`src/rtl/ds_pkg.sv`:
```
// Shared types and default sizing for the DS sample FIFO.
package ds_pkg;

  typedef enum logic [1:0] {
    DS_IDLE = 2'd0,
    DS_REQ  = 2'd1,
    DS_FILL = 2'd2
  } ds_state_t;

  localparam int DS_FIFO_DEPTH = 32;
  localparam int DS_DMA_THRESH = 16;
  localparam int DS_DMA_BURST  = 4;

endpackage

```
`src/rtl/ds_fifo_ram.sv`:
```
// Byte storage for the DS FIFO: up to four byte writes per cycle, one asynchronous read.
module ds_fifo_ram #(
  parameter int DEPTH_BYTES = 32,
  parameter int AW          = $clog2(DEPTH_BYTES)
) (
  input  logic          clock,
  input  logic [3:0]    byte_en,
  input  logic [AW-1:0] wr_addr,
  input  logic [31:0]   wr_data,
  input  logic [AW-1:0] rd_addr,
  output logic [7:0]    rd_data
);

  logic [7:0] mem [DEPTH_BYTES];

  // Byte k lands k slots after the write pointer; the address wraps naturally.
  always_ff @(posedge clock) begin
    for (int k = 0; k < 4; k++) begin
      if (byte_en[k]) begin
        mem[wr_addr + AW'(k)] <= wr_data[8*k +: 8];
      end
    end
  end

  assign rd_data = mem[rd_addr];

endmodule

```
`src/rtl/ds_fifo.sv`:
```
// DS sample FIFO: timer-paced byte pops, word/halfword pushes, DMA refill request FSM.
// Defining DS_FIFO_ERR_EN adds the overflow/underflow pulse outputs.
module ds_fifo
  import ds_pkg::*;
#(
  parameter int DEPTH_BYTES = DS_FIFO_DEPTH,
  parameter int DMA_THRESH  = DS_DMA_THRESH,
  parameter int DMA_BURST   = DS_DMA_BURST
) (
  input  logic                         clock,
  input  logic                         reset_n,
  input  logic                         wr_en,
  input  logic                         wr_half,
  input  logic [31:0]                  wr_data,
  input  logic                         timer0_ovf,
  input  logic                         timer1_ovf,
  input  logic                         timer_num,
  input  logic                         fifo_reset,
  output logic [23:0]                  sample_out,
  output logic [$clog2(DEPTH_BYTES):0] count,
`ifdef DS_FIFO_ERR_EN
  output logic                         overflow,
  output logic                         underflow,
`endif
  output logic                         dma_req
);

  localparam int PW = $clog2(DEPTH_BYTES);
  localparam int CW = PW + 1;
  localparam int BW = $clog2(DMA_BURST + 1);

  logic [PW-1:0] wr_ptr, rd_ptr;
  logic [CW-1:0] free_bytes, push_n, count_nxt;
  logic [3:0]    byte_en;
  logic [7:0]    rd_byte;
  logic          sel_ovf, pop, accept;
  ds_state_t     state, state_nxt;
  logic [BW-1:0] beats, beats_nxt;

  function automatic logic [23:0] sext8(input logic signed [7:0] b);
    logic signed [23:0] w;
    w = 24'(b);
    return w;
  endfunction

  assign sel_ovf    = timer_num ? timer1_ovf : timer0_ovf;
  assign pop        = sel_ovf && (count != '0) && !fifo_reset;
  // Space is judged on the pre-pop count so a write never depends on a same-cycle pop.
  assign free_bytes = CW'(DEPTH_BYTES) - count;
  assign accept     = wr_en && !fifo_reset &&
                      (free_bytes >= (wr_half ? CW'(2) : CW'(4)));
  assign push_n     = accept ? (wr_half ? CW'(2) : CW'(4)) : '0;
  assign byte_en    = accept ? (wr_half ? 4'b0011 : 4'b1111) : 4'b0000;
  assign count_nxt  = count + push_n - {{(CW-1){1'b0}}, pop};

  ds_fifo_ram #(.DEPTH_BYTES(DEPTH_BYTES), .AW(PW)) u_ram (
    .clock   (clock),
    .byte_en (byte_en),
    .wr_addr (wr_ptr),
    .wr_data (wr_data),
    .rd_addr (rd_ptr),
    .rd_data (rd_byte)
  );

  always_ff @(posedge clock or negedge reset_n) begin
    if (!reset_n) begin
      wr_ptr     <= '0;
      rd_ptr     <= '0;
      count      <= '0;
      sample_out <= '0;
    end else if (fifo_reset) begin
      wr_ptr     <= '0;
      rd_ptr     <= '0;
      count      <= '0;
      sample_out <= '0;
    end else begin
      if (accept) wr_ptr <= wr_ptr + (wr_half ? PW'(2) : PW'(4));
      if (pop) begin
        rd_ptr     <= rd_ptr + PW'(1);
        sample_out <= sext8(rd_byte);
      end
      count <= count_nxt;
    end
  end

  always_ff @(posedge clock or negedge reset_n) begin
    if (!reset_n) begin
      state <= DS_IDLE;
      beats <= '0;
    end else begin
      state <= state_nxt;
      beats <= beats_nxt;
    end
  end

  // The write that moves REQ to FILL is the first beat of the burst.
  always_comb begin
    state_nxt = state;
    beats_nxt = beats;
    if (fifo_reset) begin
      state_nxt = DS_IDLE;
      beats_nxt = '0;
    end else begin
      case (state)
        DS_IDLE: begin
          if (pop && (count_nxt <= CW'(DMA_THRESH))) begin
            state_nxt = DS_REQ;
            beats_nxt = '0;
          end
        end
        DS_REQ, DS_FILL: begin
          if (accept) begin
            beats_nxt = beats + BW'(1);
            if ((beats_nxt == BW'(DMA_BURST)) || (count_nxt == CW'(DEPTH_BYTES))) begin
              state_nxt = DS_IDLE;
              beats_nxt = '0;
            end else begin
              state_nxt = DS_FILL;
            end
          end
        end
        default: begin
          state_nxt = DS_IDLE;
          beats_nxt = '0;
        end
      endcase
    end
  end

  assign dma_req = (state != DS_IDLE);

`ifdef DS_FIFO_ERR_EN
  always_ff @(posedge clock or negedge reset_n) begin
    if (!reset_n) begin
      overflow  <= 1'b0;
      underflow <= 1'b0;
    end else begin
      overflow  <= wr_en && !fifo_reset && !accept;
      underflow <= sel_ovf && !fifo_reset && (count == '0);
    end
  end
`endif

endmodule

```
`config.mk`:
```
export PLATFORM = sky130hd
export DESIGN_NAME = ds_fifo
export DESIGN_NICKNAME = d
export VERILOG_FILES = /design/src/rtl/ds_pkg.sv /design/src/rtl/ds_fifo_ram.sv /design/src/rtl/ds_fifo.sv
export SDC_FILE = /design/constraint.sdc
export NUM_CORES = 1
export LEC_CHECK = 0
export ABC_AREA = 1
export CAP_MARGIN = 20
export CORE_MARGIN = 8
export CORE_UTILIZATION = 60
export DETAILED_ROUTE_END_ITERATION = 7
export PLACE_DENSITY = 0.75
export RECOVER_POWER = 100
export SYNTH_ARGS = -nofsm -noshare
export SYNTH_HDL_FRONTEND = slang
export SYNTH_SLANG_ARGS = --single-unit
```
`constraint.sdc`:
```
create_clock -name clock -period 5.5 [get_ports clock]
set_clock_uncertainty 0.1 [all_clocks]
set_input_delay 0.825 -clock clock [delete_from_list [all_inputs] [get_ports clock]]
set_output_delay 0.825 -clock clock [all_outputs]
set_load 0.01 [all_outputs]
```
==> flow_metrics.py <==
metrics = {
    "status": {
        "status": "complete, but fails checks",
        "violations": "capacitance limit, slew limit",
    },
    "sta": {
        "fin_crit_sh": 0.8331,
        "setup_violations": 0,
        "period_needed_ns": 4.582,
        "tightest_slew_ns": 1.821,
        "fmax_ghz": 0.2182,
        "tns_ns": 0,
        "slew_violations": 104,
        "fin_ws_ns": 0.9180,
        "relSlewSlack": -0.2140,
        "hold_violations": 0,
        "rsz0062_at_grt": "false",
    },
    "synth": {
        "synth_warnings": 0,
        "synth_seq_area_share": 0.4539,
        "synth-edff-count": 256,
        "yosys.area.top_type": "edfxtp_1",
        "ys_ff_latch": 284,
        "synth_area_sq_um": 18480,
        "synthFlopType": "edfxtp_1",
        "netlist_instances": 2398,
        "synth_top_area_share": 0.4160,
        "synth.most_common_cell": "nand2_1",
        "syn_nets": 2462,
        "synth_cell_types": 37,
        "async_flop_share": 0.09859,
        "synthTopCellsByCount": "689 x nand2_1, 487 x nand3_1, 256 x edfxtp_1, 205 x nor2_1, 148 x nand4_1",
        "synthTopCellsByArea": "edfxtp_1 42%, nand2_1 14%, nand3_1 13%",
        "avgSynthCellArea_sq_um": 7.706,
    },
    "placed_design": {
        "hpwl_um": 43740,
        "port_buffers": 70,
        "dpl_worst_slack_ns": 0.9512,
        "finalWeightedCongestion": 1.026,
        "placed_area_sq_um": 19130,
        "placed_cells": 2701,
    },
    "floorplanning": {
        "rows": 64,
        "die_area_sq_um": 36670,
        "initial_utilization": 0.6073,
        "die_h_um": 191.5,
        "io_pins": 71,
        "core_sq_um": 30430,
        "die-width_um": 191.5,
    },
    "cts": {
        "cts_buffers": 34,
        "numClockSinks": 284,
        "cts_buffer_depth": 3,
        "cts-root-buf": "clkbuf_16",
        "clkSlewWorstSetupHoldPaths_ns": 0.06,
        "cts_setup_buffers": 0,
        "clk_latency_ns": 0.52,
        "cts_resized": 0,
        "cts_tree": "built",
        "holdBufCountCts": 0,
        "cts_max_level": 2,
    },
    "routing": {
        "wl_um": 70990,
        "num_vias": 18630,
        "dr.pass1.iters": 8,
        "avgViaCountPerCell": 6.729,
        "wl_per_cell_um": 25.65,
        "drtAntennaViolNets": 0,
        "drc": 0,
        "drtIter0Drc": 3383,
    },
    "setup_path": {
        "slowest_stage": "clkbuf_2",
        "cp-startpoint": "wr_half",
        "path_max_fanout": 74,
        "path_common_cell": "nand2_1",
        "worstSetupStartpointType": "input port",
        "path_class": "in -> reg",
        "cp-end-kind": "flip-flop",
        "critPathMaxStageDelay_ns": 1.14,
        "path_buf_inv": 2,
        "cp.required_ns": 5.58,
        "arrival_ns": 4.66,
        "path_delay_family": "buffers and inverters",
        "r2r-start": "count[0]",
        "worstPathCellList": "dlygate4sd3_1 > ha_1 > nand2_1 > a21oi_1 > nor2_1 > nand3_4 > nand2_1 > nor2_4 > clkbuf_2 > nand2_2 > nand2_1",
    },
    "flow_run": {
        "maxCapViolCount": 2,
    },
    "cells_and_area": {
        "nFillCells": 2575,
        "final_cells": 2768,
        "diodes": 0,
        "utilization": 0.6666,
        "final_nets": 2410,
        "seqCellArea_sq_um": 8393,
        "drive_above_1_share": 0.07209,
        "stdcell_area_sq_um": 20280,
        "syn_to_final_growth_pct": 9.764,
        "multi_input_area_sq_um": 8708,
    },
    "hold_path": {
        "hold_class": "reg -> reg",
        "hold_start": "sample_out[4]",
    },
    "global_route": {
        "grt_pass1_wl_um": 104300,
        "grt_pass1_vias": 17200,
        "antenna_found_initial": 1,
        "grt_remaining_overflow": 0,
        "grt_start_max_net_pins": 171,
        "grt_usage": 0.3802,
    },
    "power": {
        "vdd_drop_max_v": 0.0002936,
        "p_leak_nw": 8.613,
        "p_per_area_nw_per_um2": 367.2,
    },
}
per-layer routing:
layer / wire, um / track usage / vias up
met5: 0 / 0 / -
met4: 5094 / 0.2401 / 0
met1: 24140 / 0.4661 / 8438
li1: - / - / 8176
met3: 11240 / 0.1343 / 370
met2: 30510 / 0.5663 / 1643
cell type report:
class                           instances  share of cell area
Multi-Input combinational cell       1825              0.4293
Sequential cell                       284              0.4138
Timing Repair Buffer                  119             0.05799
Clock buffer                           40             0.04725
Tap cell                              396             0.02443
Inverter                               82             0.01517
Clock inverter                         22             0.01203
worst reg2reg max path, cell delays in order (launching register included):
cell      delay, ns
dfrtp_1        0.37
inv_1          0.18
ha_1           0.26
xnor2_1        0.10
ha_1           0.28
inv_1          0.04
a21oi_1        0.11
nor2_1         0.08
nand3_4        0.10
nand2_1        0.23
nor2_4         0.22
clkbuf_2       1.14
nand2_2        0.41
nand2_1        0.41
flip-flops by register name (all words and copies together) (netlist names):
register / flops
rd_ptr: 5
beats: 3
sample_out: 8
state: 2
u_ram.mem: 256
wr_ptr: 4
count: 6
through the flow:
step | power, W | hold slack (ns)
after floorplan | 0.004267 | 0.3610
after global placement | 0.004939 | 0.3635
after detailed placement | 0.004998 | 0.3670
after CTS | 0.007388 | 0.3824
after global routing | 0.007698 | 0.3931
final | 0.007448 | 0.3711
placed cells by master (no fill, tap or decap), types with 2 or more instances in the layout:
cell type | Yosys | final
nand4_2 | 8 | 3
nor3_2 | 2 | 2
clkinv_1 | 13 | 18
o211ai_1 | 32 | 32
buf_8 | 1 | 2
dlygate4sd3_1 | 0 | 33
edfxtp_1 | 256 | 256
or2_2 | 10 | 10
nand4_1 | 148 | 153
buf_4 | 28 | 33
nor3_1 | 3 | 3
a21oi_1 | 21 | 21
bufinv_16 | 0 | 5
clkinv_2 | 0 | 8
inv_1 | 63 | 62
nor2_2 | 28 | 25
fa_1 | 2 | 2
clkinvlp_4 | 0 | 2
buf_12 | 0 | 3
nand3_2 | 6 | 3
clkbuf_16 | 0 | 38
nor2_4 | 8 | 9
dfrtp_1 | 28 | 26
ha_1 | 22 | 22
clkdlybuf4s50_1 | 0 | 37
xor2_1 | 3 | 3
xnor2_1 | 2 | 2
inv_2 | 6 | 7
nand3_1 | 487 | 489
nand2_2 | 10 | 7
nand2_1 | 689 | 702
clkbuf_1 | 121 | 8
o21ai_0 | 121 | 121
nor2_1 | 205 | 207
buf_16 | 0 | 4
o22ai_1 | 2 | 2
cells by family after synthesis:
family | after synthesis | synth area share
flops | 284 | 0.4539
compound gates | 177 | 0.05254
xor+xnor | 5 | 0.002370
simple gates | 1619 | 0.4056
fa+ha+maj | 24 | 0.01706
buf+inv | 289 | 0.06852
worst paths after layout:
check,end,slack [ns],cells past startpoint
setup / recovery,u_ram.mem[28][2],0.92,11
hold / removal,sample_out[4],0.37,2
setup reg to reg,u_ram.mem[28][2],1.16,13
hold reg to reg,sample_out[4],0.37,2
max in group asynchronous,rd_ptr[0],2.76,2
min in group asynchronous,count[2],1.25,2
power breakdown:
part           leakage (nW)  total [W]  internal [W]  switching [W]
combinational          5.34    0.00238      0.000641        0.00174
sequential             2.68    0.00263       0.00250       0.000133
clock                 0.591    0.00243       0.00149       0.000945
total                  8.61    0.00745       0.00463        0.00282
(Power assumes the default switching activity.)
==> RTL edit 1, RTL diff (same flow settings) <==
Put one more register stage on the output `sample_out`, with the module's reset. The value now appears one clock later. The other outputs are not delayed to match.
--- a/src/rtl/ds_fifo.sv
+++ b/src/rtl/ds_fifo.sv
@@ -29,4 +29,6 @@
   localparam int CW = PW + 1;
   localparam int BW = $clog2(DMA_BURST + 1);
+
+  logic [23:0] sample_s0;
 
   logic [PW-1:0] wr_ptr, rd_ptr;
@@ -68,15 +70,15 @@
       rd_ptr     <= '0;
       count      <= '0;
-      sample_out <= '0;
+      sample_s0 <= '0;
     end else if (fifo_reset) begin
       wr_ptr     <= '0;
       rd_ptr     <= '0;
       count      <= '0;
-      sample_out <= '0;
+      sample_s0 <= '0;
     end else begin
       if (accept) wr_ptr <= wr_ptr + (wr_half ? PW'(2) : PW'(4));
       if (pop) begin
         rd_ptr     <= rd_ptr + PW'(1);
-        sample_out <= sext8(rd_byte);
+        sample_s0 <= sext8(rd_byte);
       end
       count <= count_nxt;
@@ -142,4 +144,12 @@
 `endif
 
+  always_ff @(posedge clock or negedge reset_n) begin
+    if (!reset_n) begin
+      sample_out <= '0;
+    end else begin
+      sample_out <= sample_s0;
+    end
+  end
+
 endmodule
 
Formal check against the unedited RTL: not equivalent (Yosys sat finds a counterexample within 4 cycles, from zero or initial values and one cycle with reset_n low).
==> RTL edit 1 against the original RTL <==
The flow still finishes with violations (capacitance limit, slew limit); largest cell class unchanged; routed wire length increased by 0.92%; sequential cell count increased by 8; cell area decreased by 0.56%; utilization decreased by 0.54 points; area after synthesis increased by 0.56%; largest power group unchanged; setup slack got worse by 81 ps; total power decreased by 2.4%.
==> RTL edit 1: results (changes against the original RTL) <==
\begin{tabular}{lr}
\hline
Metric & Value \\
\hline
\multicolumn{2}{l}{\textbf{Synthesis}} \\
Post-synthesis compound-gate area fraction & 0.0522 (-0.000361) \\
Adder and majority gate portion of the synthesized area & 0.0170 (-0.0000954) \\
Sequential cell area fraction in the yosys report & 0.462 (+0.00824) \\
Commonest cells post-synth & 691 x nand2\_1, 493 x nand3\_1, 256 x edfxtp\_1 \\
XOR/XNOR Fraction of Synth Area & 0.00283 (+0.000458) \\
Leading cell types by total area after synthesis & edfxtp\_1 41\%, nand2\_1 14\%, nand3\_1 13\% \\
Nets in the synthesized netlist & 2461 (-0.041\%) \\
\multicolumn{2}{l}{\textbf{Placed design}} \\
Placed Area & 19300 µm² (+1.0\%) \\
Pre-CTS WS & 788 ps (-163 ps) \\
Final Wtd Congestion & 1.00 (-2.3\%) \\
\multicolumn{2}{l}{\textbf{Global route}} \\
Number of antenna violations at the first check in global routing & 2 (+1) \\
Maximum number of pins on one net before global-route repair & 139 (-19\%) \\
Number of global-route vias before repair & 17062 (-0.81\%) \\
Combined global-route utilization of all metal layers & 0.382 (+0.00196) \\
Wire length of the first global-routing pass & 106000 µm (+1.1\%) \\
\multicolumn{2}{l}{\textbf{Worst setup path}} \\
Delay of the slowest cell on the worst path & 1070 ps (-70 ps) \\
Data arrival time of the worst path & 4730 ps (+70 ps) \\
Slowest cell on the critical path & clkbuf\_1 \\
CP max FO & 18 (-76\%) \\
Setup slack of the most critical reg-to-reg path & 840 ps (-320 ps) \\
Critical register-to-register path endpoint & u\_ram.mem[11][4] \\
Worst reg-to-reg path cell count & 7 (-6) \\
\multicolumn{2}{l}{\textbf{Timing}} \\
Number of max-slew violations in the final report & 144 (+38\%) \\
Worst hold slack after final layout & 286 ps (-84.9 ps) \\
\multicolumn{2}{l}{\textbf{Cells and area}} \\
Largest registers & u\_ram.mem: 256 flops, sample\_out: 8 flops, sample\_s0: 8 flops \\
Layout cell share with drive strength beyond 1 & 0.0652 (-0.00691) \\
\multicolumn{2}{l}{\textbf{Run status}} \\
Outcome & finished, violations left \\
Violated checks & capacitance limit, slew limit \\
\multicolumn{2}{l}{\textbf{Power}} \\
Pwr/cell area & 360 nW/µm² (-1.9\%) \\
Worst-case vdd ir drop & 0.000395 V (+35\%) \\
Switching pwr & 0.00282 W (+0.14\%) \\
\multicolumn{2}{l}{\textbf{Routing}} \\
Post-DR wirelength/cell & 25.8 µm (+0.67\%) \\
Initial DRC count & 3112 (-8.0\%) \\
Routed via count & 18764 (+0.74\%) \\
DRT Pass-1 Iters & 7 (-1) \\
\multicolumn{2}{l}{\textbf{Worst hold path}} \\
Hold-critical path endpoint & sample\_out[5] \\
\multicolumn{2}{l}{\textbf{Job}} \\
Max-cap violations & 2 (unchanged) \\
\hline
\end{tabular}
==> RTL edit 1: layer usage <==
metal / vias up / track usage / routed length, µm
li1: 8190 / - / -
met1: 8426 / 0.490 / 24600
met2: 1675 / 0.541 / 29200
met3: 471 / 0.127 / 11800
met4: 2 / 0.262 / 6050
met5: - / 0 / 19
==> RTL edit 1: final cells by class <==
class	count	area (µm²)
clock buffer	46	927
tap	396	495
multi-input combinational	1825	8630
sequential	292	8590
fill	2597	10300
antenna	1	2.50
clock inverter	15	100
inverter	73	275
timing repair buffer	127	1150
==> RTL edit 1: worst max-delay path by stage <==
stage	end	slack, ps	from	cells past startpoint
2_1_floorplan	beats[0]	1480	wr_half	23
3_3_place_gp	beats[1]	870	wr_half	22
3_5_place_dp	beats[1]	790	wr_half	22
4_1_cts	beats[1]	1310	wr_half	22
5_1_grt	state[0]	550	wr_half	21
6_report	u_ram.mem[11][4]	840	wr_ptr[1]	7
==> RTL edit 2, RTL diff (config.mk and constraints unchanged) <==
Without the edit above. Change the package constant `DS_DMA_BURST` from 4 to 16.
--- a/src/rtl/ds_pkg.sv
+++ b/src/rtl/ds_pkg.sv
@@ -10,5 +10,5 @@
   localparam int DS_FIFO_DEPTH = 32;
   localparam int DS_DMA_THRESH = 16;
-  localparam int DS_DMA_BURST  = 4;
+  localparam int DS_DMA_BURST  = 16;
 
 endpackage
Function: no difference found for any inputs over 4 cycles, from zero or initial values and one cycle with reset_n low; that may be too few to reach the edited logic, so the function may still have changed.
==> RTL edit 2 against the original RTL <==
The flow finishes with violations (DRC, capacitance limit, slew limit); setup slack got worse by 390 ps; cell area fell by 0.36%; total power fell by 1.0%; area after synthesis rose by 0.84%; largest cell class unchanged; sequential cell count rose by 2; first-iteration DRC count fell by 3.3%; fmax fell by 7.8%; routed wire length rose by 1.1%; largest power group unchanged.
==> RTL edit 2: results (changes against the original RTL) <==
\begin{tabular}{lr}
\hline
Metric & Value \\
\hline
\multicolumn{2}{l}{\textbf{Worst setup path}} \\
Worst reg-to-reg path cell count & 9 (-4) \\
Cell class contributing the biggest share of worst-path delay & simple AND/OR/NAND/NOR gates \\
Data arrival time of the worst path & 5060 ps (+400 ps) \\
CP max FO & 15 (-80\%) \\
Delay of the slowest cell on the worst path & 1210 ps (+70 ps) \\
Slowest cell on the critical path & clkbuf\_1 \\
\multicolumn{2}{l}{\textbf{Global route}} \\
Number of global-route vias before repair & 17078 (-0.72\%) \\
Wire length of the first global-routing pass & 106000 µm (+1.5\%) \\
Combined global-route utilization of all metal layers & 0.383 (+0.00303) \\
Number of antenna violations at the first check in global routing & 0 (-1) \\
\multicolumn{2}{l}{\textbf{Routing}} \\
Remaining DRCs & 12 (+12) \\
Post-DR wirelength/cell & 25.7 µm (+0.15\%) \\
Initial DRC count & 3273 (-3.3\%) \\
Routed vias/inst & 6.73 (about the same) \\
\multicolumn{2}{l}{\textbf{Timing}} \\
Number of max-slew violations in the final report & 189 (+82\%) \\
Slew at the pin closest to its max-slew limit & 2170 ps (+346 ps) \\
\multicolumn{2}{l}{\textbf{Run status}} \\
Outcome & finished, violations left \\
Violated checks & DRC, capacitance limit, slew limit \\
\multicolumn{2}{l}{\textbf{Synthesis}} \\
Commonest cells post-synth & 695 x nand2\_1, 495 x nand3\_1, 256 x edfxtp\_1 \\
Nets in the synthesized netlist & 2481 (+0.77\%) \\
Synth async-reset ratio & 0.105 (+0.00630) \\
Leading cell types by total area after synthesis & edfxtp\_1 41\%, nand2\_1 14\%, nand3\_1 13\% \\
\multicolumn{2}{l}{\textbf{Placed design}} \\
Hpwl dp & 43300 µm (-0.97\%) \\
Final Wtd Congestion & 0.982 (-4.2\%) \\
Pre-CTS WS & 843 ps (-108 ps) \\
Placed Area & 19400 µm² (+1.2\%) \\
\multicolumn{2}{l}{\textbf{Job}} \\
Max-cap violations & 4 (+2) \\
\multicolumn{2}{l}{\textbf{Power}} \\
Leakage power figure & 8.70 nW (+1.1\%) \\
Worst-case vdd ir drop & 0.000644 V (+120\%) \\
\multicolumn{2}{l}{\textbf{Cells and area}} \\
Total of fill cells in the finished design & 2588 (+0.50\%) \\
\hline
\end{tabular}
## RTL edit 2: cell types whose count changed after synthesis, moves of 2 or more
cell / change
buf_2: +13
buf_4: -2
clkbuf_1: -10
dfrtp_1: +2
nand2_1: +6
nand2_2: -5
nand2_4: +3
nand3_1: +8
nand3_2: -2
nand4_1: -4
nand4_2: +4
nor2_1: +4
## RTL edit 2: final cells by class
type / count / share of cell area
Inverter: 83 / 0.0154
Clock buffer: 43 / 0.0463
Timing Repair Buffer: 128 / 0.0563
Multi-Input combinational cell: 1841 / 0.431
Sequential cell: 286 / 0.418
Clock inverter: 18 / 0.00836
Tap cell: 396 / 0.0245
## RTL edit 2: path summary, 6_finish.rpt
kind                               endpoint  slack, ps          start
setup / recovery           u_ram.mem[20][6]        530      wr_ptr[1]
hold / removal                sample_out[1]        380  sample_out[1]
setup reg to reg           u_ram.mem[20][6]        530      wr_ptr[1]
max in group asynchronous         rd_ptr[1]       3060        reset_n
min in group asynchronous     sample_out[6]        840        reset_n
hold reg to reg               sample_out[1]        380  sample_out[1]
## RTL edit 2: cells by family (layout without fill, tap and decap cells)
logic type / count (synthesis) / count (layout) / share of synthesized area
AND/OR/NAND/NOR: 1635 / 1635 / 0.408
buffers and inverters: 291 / 272 / 0.0684
AO/OA/AOI/OAI: 178 / 178 / 0.0524
XOR/XNOR: 5 / 5 / 0.00235
flip-flops: 286 / 286 / 0.453
adder cells (fa/ha/maj): 23 / 23 / 0.0162
## RTL edit 2: worst min-delay path, stage by stage, from the launching register on
cell and delay (ps):
dfrtp_1 340, nand2_1 50, nand2_1 50
## RTL edit 2: stage by stage
stage | total power, W | util | instances
floorplan | 0.00429 | - | 2418
global placement | 0.00507 | 0.633 | 2734
detailed placement | 0.00511 | 0.633 | 2734
CTS | 0.00735 | 0.669 | 2795
global route | 0.00762 | 0.661 | 2795
finish | 0.00737 | 0.661 | 2795
## RTL edit 2: per-layer routing
| metal | track usage | part of all wire |
|---|---|---|
| met5 | 0 | 0 |
| met4 | 0.237 | 0.078 |
| met3 | 0.116 | 0.16 |
| met2 | 0.548 | 0.41 |
| met1 | 0.503 | 0.35 |
## RTL edit 2: power groups by stage
stage	Combinational (W)	Sequential [W]	Clock (W)
finish	0.00244	0.00266	0.00227
global route	0.00260	0.00267	0.00235
CTS	0.00242	0.00266	0.00227
detailed placement	0.00241	0.00270	0
global placement	0.00237	0.00270	0
floorplan	0.00167	0.00262	0
